## config.mk

```make
export PLATFORM = sky130hd
export DESIGN_NAME = filter
export DESIGN_NICKNAME = d
export VERILOG_FILES = /design/src/rtl/filter.sv
export SDC_FILE = /design/constraint.sdc
export NUM_CORES = 2
export LEC_CHECK = 0
export ABC_AREA = 1
export CORE_UTILIZATION = 50
export CTS_CLUSTER_DIAMETER = 120
export DETAILED_ROUTE_END_ITERATION = 7
export PLACE_DENSITY = 0.7
export SYNTH_ARGS = -nofsm -noshare
export SYNTH_HDL_FRONTEND = slang
export SYNTH_SLANG_ARGS = --single-unit
```

## constraint.sdc

```tcl
create_clock -name clk -period 5.65 [get_ports clk]
set_input_delay 0.8475 -clock clk [delete_from_list [all_inputs] [get_ports clk]]
set_output_delay 0.8475 -clock clk [all_outputs]
set_load 0.05 [all_outputs]
```

## src/rtl/filter.sv

```systemverilog
// ----------------------------------------------------------------------------
// filter -- one band of the 8-band audio equalizer.
//
// Fixed-coefficient NTAPS-tap FIR with a fully serial datapath. There is one
// multiply-accumulate per enabled clock, so one sample goes in and one result
// comes out every NTAPS enabled clocks.
//
// Parameters
//   NTAPS  filter length, which is also the number of enabled clocks per frame
//   COEFF  Q1.15 taps. h[k] = COEFF[k], and h[0] applies to the newest sample.
//
// Ports
//   clk         system clock, rising edge
//   rst         asynchronous reset, active low
//   clk_enable  global enable; when low, every register holds
//   filter_in   signed 16-bit sample, captured only on a frame-start edge
//   filter_out  signed 16-bit saturated result, updated once per frame
// ----------------------------------------------------------------------------
module filter #(
   parameter int                      NTAPS = 64,
   parameter logic [NTAPS-1:0][15:0]  COEFF = {NTAPS{16'sd512}}
) (
   input  logic               clk,
   input  logic               rst,
   input  logic               clk_enable,
   input  logic signed [15:0] filter_in,
   output logic signed [15:0] filter_out
);

   localparam int PW = $clog2(NTAPS);

   logic        [PW-1:0] phase_q, phase_d;
   logic signed [15:0]   x_q [NTAPS];
   logic signed [39:0]   acc_q, acc_d;
   logic signed [15:0]   out_q, out_d;

   logic                 frame_start;
   logic signed [15:0]   mul_x;
   logic signed [15:0]   mul_h;
   logic signed [31:0]   prod;
   logic signed [39:0]   acc_shr;

   assign frame_start = (phase_q == '0);

   // On a frame start the shift has not happened yet, so the newest sample
   // comes straight from the input. On every later phase the delay line
   // already holds the post-shift data, and x_q[phase] is the correct operand.
   assign mul_x = frame_start ? filter_in : x_q[phase_q];
   assign mul_h = signed'(COEFF[phase_q]);
   assign prod  = mul_x * mul_h;

   // Arithmetic shift floors toward minus infinity. Clamping happens only here.
   assign acc_shr = acc_q >>> 15;

   always_comb begin
      phase_d = (phase_q == PW'(NTAPS - 1)) ? '0 : phase_q + PW'(1);
      acc_d   = frame_start ? 40'(prod) : acc_q + 40'(prod);
      out_d   = out_q;
      if (frame_start) begin
         if (acc_shr > 40'sd32767)
            out_d = 16'sh7fff;
         else if (acc_shr < -40'sd32768)
            out_d = -16'sh8000;
         else
            out_d = acc_shr[15:0];
      end
   end

   always_ff @(posedge clk or negedge rst) begin
      if (!rst) begin
         phase_q <= '0;
         acc_q   <= '0;
         out_q   <= '0;
         for (int k = 0; k < NTAPS; k++) x_q[k] <= '0;
      end else if (clk_enable) begin
         phase_q <= phase_d;
         acc_q   <= acc_d;
         out_q   <= out_d;
         if (frame_start) begin
            for (int k = NTAPS - 1; k > 0; k--) x_q[k] <= x_q[k-1];
            x_q[0] <= filter_in;
         end
      end
   end

   assign filter_out = out_q;

endmodule

```

Word level (Yosys, flattened, before mapping)
Memory sizes are Yosys's and may differ from the RTL's.
Cells that the tools add are included.
{"block": "totals", "ff_bits": 1086, "romBits": 1024, "input_bits": 19, "out_inout_bits": 16, "word_cells": 88, "n_memories": 1}
{"memory": "(name not given)", "words": 64, "word_bits": 16, "read_ports": 1, "rd_ports_with_merged_regs": 0, "wr": 0, "line_no": "49", "source": "assign mul_h = signed'(COEFF[phase_q]);"}
{"block": "classes", "n_addsub": 2, "mul": 1, "order_cmp": 4, "eq_ne": 1, "n_mux": 9, "n_bitwise": 1, "n_reduce_logical": 2}
{"operator": "$bmux W16 S6", "count": 1}
{"operator": "$mux W16", "count": 6}
{"operator": "$add A40 B32 Y40", "count": 1}
{"operator": "$mux W40", "count": 1}
{"operator": "$mul A16 B16 Y32", "count": 1}
{"operator": "$gt A25 B16 Y1 const B", "count": 1}
{"operator": "$lt A25 B16 Y1 const B", "count": 1}
{"operator": "$ge A7 B7 Y1 const B", "count": 1}
{"operator": "$lt A6 B7 Y1 const B", "count": 1}
{"operator": "$not A6 Y7", "count": 1}
{"operator": "$add A6 B1 Y6 const B", "count": 1}
{"operator": "$eq A6 B6 Y1 const B", "count": 1}
{"operator": "$logic_not A6 Y1", "count": 1}
{"operator": "$mux W6", "count": 1}
{"operator": "$reduce_and A2 Y1", "count": 1}

Depth between registers and ports, before layout
{"block": "logic_depth", "word_depth": 8, "mapped_depth": 27, "ltp_nobuf": 24}

Worst setup path before layout
No wires, ideal clock.
{"block": "synth_timing", "path_kind": "register -> register", "from": "reg phase_q[0]", "to": "reg acc_q[29]", "setup_time_ns": 0.124, "arrival_ns": 3.840, "required_time_ns": 5.526, "slack_ns": 1.686, "stages_incl_launch_ff": 27, "n_path_buf": 6, "period_less_slack_ns": 3.964, "cell_sequence": "dfrtp_1 buf_4 inv_4 buf_6 buf_6 buf_2 buf_2 ha_1 nand4_2 clkinv_1 clkbuf_1 nand2_1 nand2_1 ha_1 inv_1 fa_1 o21ai_1 a21oi_1 inv_1 nand2_1 nand2_1 nand2_1 inv_1 o22ai_1 or2_2 nand3_1 a21oi_1"}
{"block": "synth_between", "elab_chain_len": 8, "elab_cells_between_ends": 11, "cone_classes": "add/sub (1); mul (1); mux (6); bitwise (1); reduce/logical (1); memory (1)"}
{"element": "from (decl)", "line_no": "32", "source": "logic [PW-1:0] phase_q, phase_d;"}
{"element": "from (signal assigned)", "line_no": "76", "source": "phase_q <= phase_d;"}
{"element": "$not A6 Y7 (not written as such)", "line_no": "48", "source": "assign mul_x = frame_start ? filter_in : x_q[phase_q];"}
{"element": "$bmux W16 S6", "line_no": "48"}
{"element": "$mux W16 (not written as such) (2 in series)", "line_no": "48"}
{"element": "$mux W16", "line_no": "48"}
{"element": "$mul A16 B16 Y32", "line_no": "50", "source": "assign prod = mul_x * mul_h;"}
{"element": "$add A40 B32 Y40", "line_no": "57", "source": "acc_d = frame_start ? 40'(prod) : acc_q + 40'(prod);"}
{"element": "$mux W40 (*)", "line_no": "57"}
{"element": "to (signal assigned)", "line_no": "72", "source": "acc_q <= '0;"}
{"element": "to (signal assigned)", "line_no": "77", "source": "acc_q <= acc_d;"}
{"element": "to (decl)", "line_no": "34", "source": "logic signed [39:0] acc_q, acc_d;"}
Mark *: on every way between the ends. The rest lies on a longest branch, timed or not. The select of a mux whose other input is x is not followed.
A chain may end at the register's enable or synchronous reset.

Worst setup path after layout
{"block": "layout_timing", "from": "reg phase_q[0]", "to": "reg acc_q[26]"}
Same word-level chain as after synthesis.

==> impl_summary.md <==
Synth
The register bit total from synthesis is 1077. In the synthesized netlist the async set-or-reset flop fraction comes to 1.00. The share of the synthesized area in the top cell type is 0.529. Synthesis handed over a netlist of 6429 instances. The number of different library cells used by synthesis comes to 49. Summed over all instances, the cell type with the most area after synthesis is dfrtp_1. Summing every instance area after synthesis gives 0.0509 sq mm. The warning count from the yosys run is 0. The part of the Yosys area used for sequential elements is 0.529. When the netlist entered floorplanning its net count stood at 6481. Dividing the synthesized area by the synthesized cell count gives 7.92 sq um. Ranked by total cell area, the synthesized netlist is headed by dfrtp_1 53%, nand2_1 14%, o21ai_0 13%, a21oi_1 6.6%, inv_1 4.2%. The synthesized design contains 0 enable-type register cells. The main flop type after synthesis is dfrtp_1.

Power and ir drop
The share of total power dissipated in sequential elements is 0.363. Power spread over the standard cell area amounts to 672 mW/mm^2. Across the VDD grid, the largest voltage drop is 0.515 mV. Of the total power, the share spent switching nets is 0.431.

For this design the total switching power over the nets is 0.0162 W. The clock network fraction of total power is 0.207. The internal power of the cells is 0.0214 W. The total chip power is 0.0376 W. The share of total power dissipated in combinational logic is 0.429. For this design the static power due to leakage is 26.4 nW.

Detailed routing
The total iterations of the first detailed-routing run is 6. The detail route stage leaves a number of antenna-violating nets equal to 0. In the routed layout, each cell is associated on average with a via count of 5.45.

For this block, the initial DRC count from the detailed router was 4347. The routed layout has 41835 vias. In the routed design, unresolved DRC markers number 0. After detailed routing, the average wire length per cell comes to 16.7 um. The routed wire length is 128 mm.

STA
The final count of hold timing violations is 0. The final period demand of the worst path is 5.20 ns. The remaining max-slew budget at the tightest pin is 0.140.

Summed over all failing endpoints, the final setup total negative slack is 0 ns. The post-route fraction of the period consumed by the critical path is 0.921. Setup repair after global routing left no endpoint under its margin. Timing would allow up to 192 MHz. The actual transition at the worst max-transition pin is 1.28 ns. The count of final max-slew check failures is 0.

The total setup violations reported at the end of the flow is 0. The post-route clock skew is 0.0493 ns.

Global route
The leftover overflow at the end of global routing is 0. The number of global-route vias before repair is 39077. The first global-routing pass estimated 211 mm of wire. In the global route stage, overall resource usage came out at 0.252. The initial antenna violation count was 3. Entering global routing, the biggest net connects 212 pins.

CTS
The number of hold buffers added after cts is 0. The H-tree was split into 3 levels. In this run the post-CTS setup repair buffer count came out at 0. The clock reaches the later pin of the worst-skew pair after 0.73 ns. After clock tree synthesis, the clock-pin slew on the worst setup and hold paths is 0.06 ns. The number of buffers added by the clock tree synthesis step is 112. The tree is rooted in a clkbuf_16.

Counting every sink on the clock net gives 1077. The count of instances resized after the clock tree is built is 0. TritonCTS built the clock tree. The maximum number of buffers from clock root to sink is 3.

Critical path
In this run the number of cells on the critical path is 21. STA puts the critical path data arrival time at 5.77 ns. The critical path ends at acc_q[26]$_DFFE_PN0P_. Measured in cells, the most critical reg-to-reg path has a length of 21.

The kind of critical path is reg2reg. The most frequent cell on the critical path is a21oi_1. In this design, the largest share of critical-path delay is due to compound AO/OA/AOI/OAI gates. The reg-to-reg critical path endpoint is acc_q[26]$_DFFE_PN0P_. Data on the critical path is required at its endpoint by 6.22 ns. The most critical setup path has its startpoint at phase_q[0]$_DFFE_PN0P_.

Walking the worst path, the cells encountered are buf_12, buf_4, a21oi_1, o21ai_0, o21ai_0, nand2_1, nand2_1, o41ai_1, nand3_1, o21ai_1, inv_1, ha_1, nand3_1, nand2_1, a21oi_1, inv_1, a21oi_1, o21ai_0, or2_2, nand3_1, a21oi_1. The start of the worst register-to-register path is phase_q[0]$_DFFE_PN0P_. The stage delay of the slowest cell on the critical path is 0.88 ns. The capturing element type of the critical path is a flop. Counting both buffers and inverters, the worst setup path holds a total of 4. In this run the worst path has a maximum fanout of 81. The register-to-register setup slack is 0.45 ns. The slowest stage of the critical path belongs to the cell o41ai_1. The worst setup path is launched from a flop.

Floorplanning
The number of top-level pins is 35. The die area is 0.103 sq mm. The horizontal extent of the die is 321 um. For this configuration, the core starts out at a cell density of 0.506. The floorplan has 116 rows. The die is 321 um tall. In this run the standard cell core region covers 0.101 sq mm.

Layout
Fill cells in the final layout number 9089. The layout overhead on the synthesized area is 9.84%. For this run, the post-layout net count is 6280. In the final layout, the share of cells above drive strength 1 is 0.0467.

Flow run
The max-cap violation count is 0.

Placed design
The total of buffers placed on input and output ports is 34. At the end of routability-driven placement, the weighted congestion stood at 0.871. After legalization and detailed placement, the total HPWL measured 74.8 mm.

Min path
The path class of the lowest-slack min-delay path is in2async.

Status
The run finished with clean final reports.
-- registers in the layout (all words and copies together), names as in the netlist --
name,count
phase_q,6
filter_out,16
acc_q,31
x_q,1024
-- per-stage QoR --
stage          setup WS, ns  hold slack (ns)  std cells  cell area [sq um]   util
2_1_floorplan          1.69            0.443       6429              50900      -
3_3_place_gp         0.0205            0.456       7471              52000  0.517
3_5_place_dp          0.418            0.466       7471              52000  0.517
4_1_cts               0.421            0.119       7677              55900  0.556
5_1_grt               0.117            0.130       7677              55900  0.556
6_report              0.446            0.107       7678              55900  0.556
-- cell families (layout without fill, tap and decap cells) --
| logic type | after synthesis | count (layout) | share of synthesized area |
|---|---|---|---|
| AOI/OAI and AO/OA | 2064 | 2064 | 0.208 |
| xor gates and xnor gates | 15 | 15 | 0.00258 |
| adders and majority gates | 33 | 33 | 0.00825 |
| buffers and inverters | 1023 | 914 | 0.0834 |
| DFF | 1077 | 1077 | 0.529 |
| other | 0 | 1 | 0 |
| and+or+nand+nor | 2217 | 2217 | 0.169 |
-- worst min-delay path by stage --
| stage | slack, ns | end | cells after the start |
|---|---|---|---|
| 5_1_grt | 0.13 | x_q[350]$_DFFE_PN0P_ | 1 |
| 6_report | 0.11 | x_q[350]$_DFFE_PN0P_ | 1 |
| 3_3_place_gp | 0.46 | x_q[2]$_DFFE_PN0P_ | 2 |
| 4_1_cts | 0.12 | x_q[350]$_DFFE_PN0P_ | 1 |
| 3_5_place_dp | 0.47 | x_q[475]$_DFFE_PN0P_ | 2 |
| 2_1_floorplan | 0.44 | x_q[2]$_DFFE_PN0P_ | 2 |
-- placed cells by master, fill, tap and decap left out, types with 4 or more instances in the layout --
cell type           n
nand2_1          1943
o21ai_0          1297
dfrtp_1          1075
a21oi_1           667
inv_1             570
nor2_1            123
clkbuf_16         112
nand3_1            77
buf_4              62
clkbuf_1           36
clkdlybuf4s50_1    33
ha_1               32
buf_12             29
clkbuf_8           28
nor3_1             22
o211ai_1           20
o31ai_1            19
nor4_1             15
or2_2              13
bufinv_16          12
xor2_1             11
nand4_1             8
a21o_1              8
a31oi_1             8
clkinv_2            8
o41ai_1             7
inv_2               6
or3_1               6
a41oi_1             6
o21ai_1             5
nor2_4              4
clkinv_1            4
inv_16              4
o21bai_1            4
xnor2_1             4
-- metal layers --
layer | vias up | routed length (um) | track usage | share of wire
met3 | 214 | 8050 | 0.0453 | 0.063
met2 | 1058 | 57300 | 0.382 | 0.45
li1 | 20448 | - | - | -
met4 | 2 | 3520 | 0.0749 | 0.027
met1 | 20113 | 59400 | 0.368 | 0.46
met5 | - | 13 | 0 | 0.00010
-- cells in the mapped netlist, types with 9 or more instances --
cell	count
nand3_1	77
o211ai_1	20
buf_6	9
nor4_1	15
clkbuf_1	190
xor2_1	11
nor2_1	124
o31ai_1	20
nand2_1	1943
or2_2	13
nor3_1	22
a21oi_1	667
inv_1	571
buf_2	201
buf_4	23
o21ai_0	1297
ha_1	32
buf_1	17
dfrtp_1	1077
-- power by group through the flow --
stage,sequential [W],combinational [W],clock [W]
2_1_floorplan,0.0132,0.0115,0
3_3_place_gp,0.0136,0.0156,0
3_5_place_dp,0.0137,0.0160,0
4_1_cts,0.0136,0.0161,0.00794
5_1_grt,0.0141,0.0183,0.00824
6_report,0.0137,0.0161,0.00780
-- area by class of cell --
| type | instances | area (sq um) | area share |
|---|---|---|---|
| clock inverters | 30 | 598 | 0.0107 |
| multi-input cells | 4329 | 19800 | 0.353 |
| repair buffers | 125 | 1390 | 0.0249 |
| clock buffers | 176 | 3320 | 0.0594 |
| diodes | 1 | 2.50 | 0.0000447 |
| inverters | 583 | 2220 | 0.0397 |
| flip-flops and latches | 1077 | 27000 | 0.482 |
| well taps | 1357 | 1700 | 0.0303 |
(Power assumes the default switching activity.)
